[config.mk]
export PLATFORM = sky130hd
export DESIGN_NAME = dcache_req_queue
export DESIGN_NICKNAME = d
export VERILOG_FILES = /design/src/rtl/drac_pkg.sv /design/src/rtl/dcache_req_queue.sv
export SDC_FILE = /design/constraint.sdc
export NUM_CORES = 1
export LEC_CHECK = 0
export BUFFER_PORTS_ARGS = -buffer_cell sky130_fd_sc_hd__clkbuf_2
export CORE_UTILIZATION = 35
export DETAILED_ROUTE_END_ITERATION = 10
export RECOVER_POWER = 25
export SYNTH_ARGS = -nofsm -noshare
export SYNTH_HDL_FRONTEND = slang
export SYNTH_SLANG_ARGS = --single-unit
export TNS_END_PERCENT = 5
[constraint.sdc]
create_clock -name clk_i -period 4.8 [get_ports clk_i]
set_input_delay 0.24 -clock clk_i [delete_from_list [all_inputs] [get_ports clk_i]]
set_output_delay 0.24 -clock clk_i [all_outputs]
set_load 0.05 [all_outputs]
[src/rtl/drac_pkg.sv]
// Shared core types for the drac pipeline: the LSU-to-dcache request record
// plus the default sizing of the dcache request queue.
package drac_pkg;

    typedef enum logic [1:0] {
        MEM_NOP   = 2'b00,
        MEM_LOAD  = 2'b01,
        MEM_STORE = 2'b10,
        MEM_AMO   = 2'b11
    } mem_op_t;

    typedef struct packed {
        logic        valid;
        mem_op_t     mem_op;
        logic [2:0]  funct3;
        logic [4:0]  rd;
        logic [39:0] addr;
        logic [63:0] data;
    } req_cpu_dcache_t;

    localparam int DCQ_DEPTH        = 4;
    localparam int DCQ_MAX_INFLIGHT = 8;

endpackage

[src/rtl/dcache_req_queue.sv]
// In-order request queue between the LSU and the dcache interface. Requests
// are buffered in a small register FIFO, offered head-first to the dcache,
// and the number of issued-but-unanswered requests is capped.
module dcache_req_queue
    import drac_pkg::*;
#(
    parameter int DEPTH        = DCQ_DEPTH,
    parameter int MAX_INFLIGHT = DCQ_MAX_INFLIGHT
) (
    input  logic                              clk_i,
    input  logic                              rst_i,
    input  logic                              flush_i,
    input  logic                              lsu_valid_i,
    input  req_cpu_dcache_t                   lsu_req_i,
    output logic                              lsu_ready_o,
    output logic                              dc_valid_o,
    output req_cpu_dcache_t                   dc_req_o,
    input  logic                              dc_ready_i,
    input  logic                              dc_rsp_valid_i,
    output logic [$clog2(DEPTH+1)-1:0]        count_o,
    output logic [$clog2(MAX_INFLIGHT+1)-1:0] inflight_o
);

    localparam int PTR_W = $clog2(DEPTH);
    localparam int CNT_W = $clog2(DEPTH + 1);
    localparam int INF_W = $clog2(MAX_INFLIGHT + 1);

    req_cpu_dcache_t  entries [DEPTH];
    logic [PTR_W-1:0] wr_ptr;
    logic [PTR_W-1:0] rd_ptr;
    logic             enq;
    logic             deq;
    logic             rsp;

    // Ready depends only on registered occupancy, so the dcache handshake
    // never feeds back combinationally into the LSU.
    assign lsu_ready_o = (count_o != CNT_W'(DEPTH));
    assign dc_valid_o  = (count_o != '0) && (inflight_o != INF_W'(MAX_INFLIGHT)) && !flush_i;
    assign enq         = lsu_valid_i && lsu_ready_o && !flush_i;
    assign deq         = dc_valid_o && dc_ready_i;
    assign rsp         = dc_rsp_valid_i && (inflight_o != '0);

    // Head entry drives the dcache payload; its valid bit mirrors dc_valid_o.
    always_comb begin
        dc_req_o       = entries[rd_ptr];
        dc_req_o.valid = dc_valid_o;
    end

    // Payload storage is written on enqueue only and is deliberately not reset.
    always_ff @(posedge clk_i) begin
        if (enq) begin
            entries[wr_ptr] <= lsu_req_i;
        end
    end

    // Pointer and occupancy bookkeeping; flush empties the queue at once.
    always_ff @(posedge clk_i) begin
        if (rst_i) begin
            wr_ptr  <= '0;
            rd_ptr  <= '0;
            count_o <= '0;
        end else if (flush_i) begin
            wr_ptr  <= '0;
            rd_ptr  <= '0;
            count_o <= '0;
        end else begin
            if (enq) begin
                wr_ptr <= wr_ptr + PTR_W'(1);
            end
            if (deq) begin
                rd_ptr <= rd_ptr + PTR_W'(1);
            end
            case ({enq, deq})
                2'b10:   count_o <= count_o + CNT_W'(1);
                2'b01:   count_o <= count_o - CNT_W'(1);
                default: count_o <= count_o;
            endcase
        end
    end

    // Outstanding-request counter; survives flush because issued requests
    // still get their responses.
    always_ff @(posedge clk_i) begin
        if (rst_i) begin
            inflight_o <= '0;
        end else begin
            case ({deq, rsp})
                2'b10:   inflight_o <= inflight_o + INF_W'(1);
                2'b01:   inflight_o <= inflight_o - INF_W'(1);
                default: inflight_o <= inflight_o;
            endcase
        end
    end

endmodule

==> results.py <==
metrics = {
    "cts": {
        "cts_made_buffers": 49,
        "ctsResizeCount": 0,
        "cts.clk_slew.worst_paths_ns": 0.05,
        "clk_path_buf_depth": 3,
        "cts_tree": "yes",
        "cts_max_level": 2,
        "cts_root_buf": "clkbuf_16",
        "worstSkewPairLatency_ns": 0.57,
        "cts_sinks": 469,
    },
    "floorplan": {
        "start_util_pct": 35.8,
        "die_w_um": 224,
        "core_sq_mm": 0.0481,
        "die_h_um": 224,
        "ios": 245,
        "die_area_sq_mm": 0.0501,
        "row_count": 80,
    },
    "power_and_ir_drop": {
        "pwr-share-comb_pct": 5.8,
        "p_clk_share_pct": 41.0,
        "power_leakage_uw": 0.00712,
        "p_switching_uw": 1840,
        "p_int_uw": 6780,
        "p_sw_share_pct": 21.3,
        "power_density_mw_per_mm2": 395,
        "sequentialPowerShare_pct": 53.2,
        "ir_drop_v": 0.000307,
        "power_uw": 8620,
    },
    "sta": {
        "whs_ns": 0.0956,
        "fin_crit_ns": 3.01,
        "finalSetupViolations": 0,
        "fmax_mhz": 332,
        "finalHoldViolations": 0,
        "fin_crit_sh_pct": 62.7,
        "maxSlewViolCount": 0,
        "skew_ns": 0.0158,
        "setup_ws_ns": 1.79,
        "final.setup.tns_ns": 0,
        "rsz0062_at_grt": "false",
        "slew_headroom_pct": 39.5,
        "tightest_slew_ns": 0.908,
    },
    "synthesis": {
        "synth_edf_count": 456,
        "syn_nets": 812,
        "syn-cell-area_sq_mm": 0.0172,
        "yosys_most_used_dff": "edfxtp_1",
        "synth-async-reset-ratio_pct": 0,
        "ys_seq_area_share_pct": 81.0,
        "synthCells": 682,
        "synthDistinctLibCells": 36,
        "yosys_warnings": 0,
        "avgSynthCellArea_sq_um": 25.3,
        "synth-seq-cells": 469,
    },
    "detailed_routing": {
        "first_iter_violations": 352,
        "vias_per_cell": 4.68,
        "route.detailed.drc": 0,
        "wl_per_cell_um": 18.9,
        "firstDrtPassIters": 4,
        "wirelength_um": 33500,
        "antenna_left": 0,
        "num_vias": 8300,
    },
    "finish": {
        "regArea_sq_mm": 0.0140,
        "n_fill_cell": 4150,
        "drive_gt1_share_pct": 33.2,
        "layout.nets": 1207,
        "multi_input_area_sq_mm": 0.00304,
        "synthToLayoutAreaGrowth_pct": 26.7,
    },
    "grt": {
        "antenna_found_initial": 3,
        "grt_max_degree": 61,
        "grt_pass1_wl_um": 51400,
        "grt_pass1_vias": 9039,
        "grt-ovfl-total": 0,
        "grt_usage_pct": 13.5,
    },
    "worst_setup_path": {
        "endpoint_kind": "output port",
        "required_ns": 4.56,
        "path_buf_inv": 2,
        "critPathMaxFanout": 39,
        "critical_path.max_stage_delay_ns": 0.95,
        "critical_path_class": "reg -> out",
        "critPathSlowestCell": "dfxtp_4",
        "start_kind": "flip-flop",
        "critPathTopFamily": "flip-flops",
        "crit_chain": "buf_4, mux4_2, clkbuf_2",
        "crit_arrival_ns": 2.77,
    },
    "placed_design": {
        "dp_hpwl_um": 19000,
        "gp_congestion": 0.682,
        "post-place-ws_ns": 2.24,
        "port-buffer-count": 243,
    },
    "job": {
        "cap_violations": 0,
    },
    "outcome": {
        "status": "finished clean",
    },
    "min_path": {
        "hold_path.class": "in -> reg",
    },
}
[metal layers]
| layer | vias up | GRT usage, % | part of all wire [%] |
|---|---|---|---|
| li1 | 3712 | - | - |
| met4 | 4 | 4.24 | 2.3 |
| met3 | 61 | 3.90 | 5.5 |
| met2 | 190 | 22.4 | 50 |
| met5 | - | 0 | 0.093 |
| met1 | 4333 | 17.1 | 43 |
[registers in the layout, summed over array words and instances, names as in the netlist, named ones only]
| name | cells |
|---|---|
| entries | 456 |
| count_o | 3 |
| rd_ptr | 2 |
| inflight_o | 4 |
| wr_ptr | 2 |
[tightest hold or removal path: stages]
cell and delay [ns]:
clkbuf_2 0.12, nor4_1 0.08, xnor2_1 0.13, nor2_1 0.04
[logic make-up after synthesis]
| logic type | Yosys count | share of synthesized area (%) |
|---|---|---|
| compound gates | 11 | 0.392 |
| buf+inv | 36 | 1.45 |
| flops | 469 | 81.0 |
| fa+ha+maj | 9 | 0.697 |
| mux | 116 | 15.0 |
| xor+xnor | 8 | 0.407 |
| simple gates | 33 | 1.05 |
[layout by cell type (no fill, tap or decap), types with 2 or more instances in the layout]
master,instances
edfxtp_1,456
clkbuf_2,171
dlygate4sd3_1,116
mux4_2,114
clkbuf_1,84
clkbuf_16,51
clkinv_1,18
nor2_1,12
dfxtp_1,11
ha_1,8
buf_4,7
buf_12,7
inv_1,6
xor2_1,5
a21oi_1,5
clkinv_2,5
nand2_1,4
and2_4,4
o21ai_0,3
xnor2_1,3
or3_1,2
dfxtp_4,2
bufinv_16,2
[final cells by class]
type | count | area share, %
diodes | 1 | 0.0115
multi-input cells | 177 | 13.9
clock inverters | 28 | 0.814
repair buffers | 373 | 11.4
well taps | 656 | 3.76
inverters | 7 | 0.120
flip-flops and latches | 469 | 64.0
clock buffers | 63 | 6.05
[Yosys cell counts, types with 2 or more instances]
master	number	area, sq um
xnor2_1	3	26.3
nor2_1	12	45.0
inv_1	6	22.5
buf_2	13	65.1
xor2_1	5	43.8
buf_6	2	22.5
or3_1	2	12.5
nand2_1	4	15.0
dfxtp_1	13	260
clkbuf_1	6	22.5
mux4_2	114	2570
a21oi_1	5	25.0
and2_1	4	25.0
ha_1	8	100
o21ai_0	3	15.0
buf_8	7	105
edfxtp_1	456	13700
[path summary, 6_finish.rpt]
check | from | endpoint | slack [ns] | cells past startpoint
worst min register to register | wr_ptr[1]$_SDFFE_PP0P_ | wr_ptr[1]$_SDFFE_PP0P_ | 0.50 | 2
worst max register to register | count_o[0]$_SDFFE_PP0P_ | entries[0][48]$_DFFE_PP_ | 2.37 | 5
worst max-delay path | flip-flop | dc_req_o[6] | 1.79 | 3
worst min-delay path | flush_i | flip-flop | 0.1 | 4
[through the flow]
step	instance area [sq um]	utilization, %	cells
final	21800	45.3	1774
after global routing	21800	45.3	1774
after CTS	21900	45.5	1773
after detailed placement	19300	40.0	1566
after global placement	19300	40.0	1566
after floorplan	17200	-	682
[power groups by stage]
stage          Clock (uW)  Sequential, uW  Combinational (uW)
2_1_floorplan           0            4680                 267
3_3_place_gp            0            4670                 431
3_5_place_dp            0            4670                 441
4_1_cts              3640            4580                 521
5_1_grt              3770            4590                 538
6_report             3530            4580                 504
[what timing repair did]
| item | 4_1_cts | 5_1_grt |
|---|---|---|
| hold endpoints to repair | 460 | 0 |
| buffers inserted | 0 | 0 |
| hold buffers | 116 | 0 |
No activity file was read; power rests on OpenSTA's default activity.
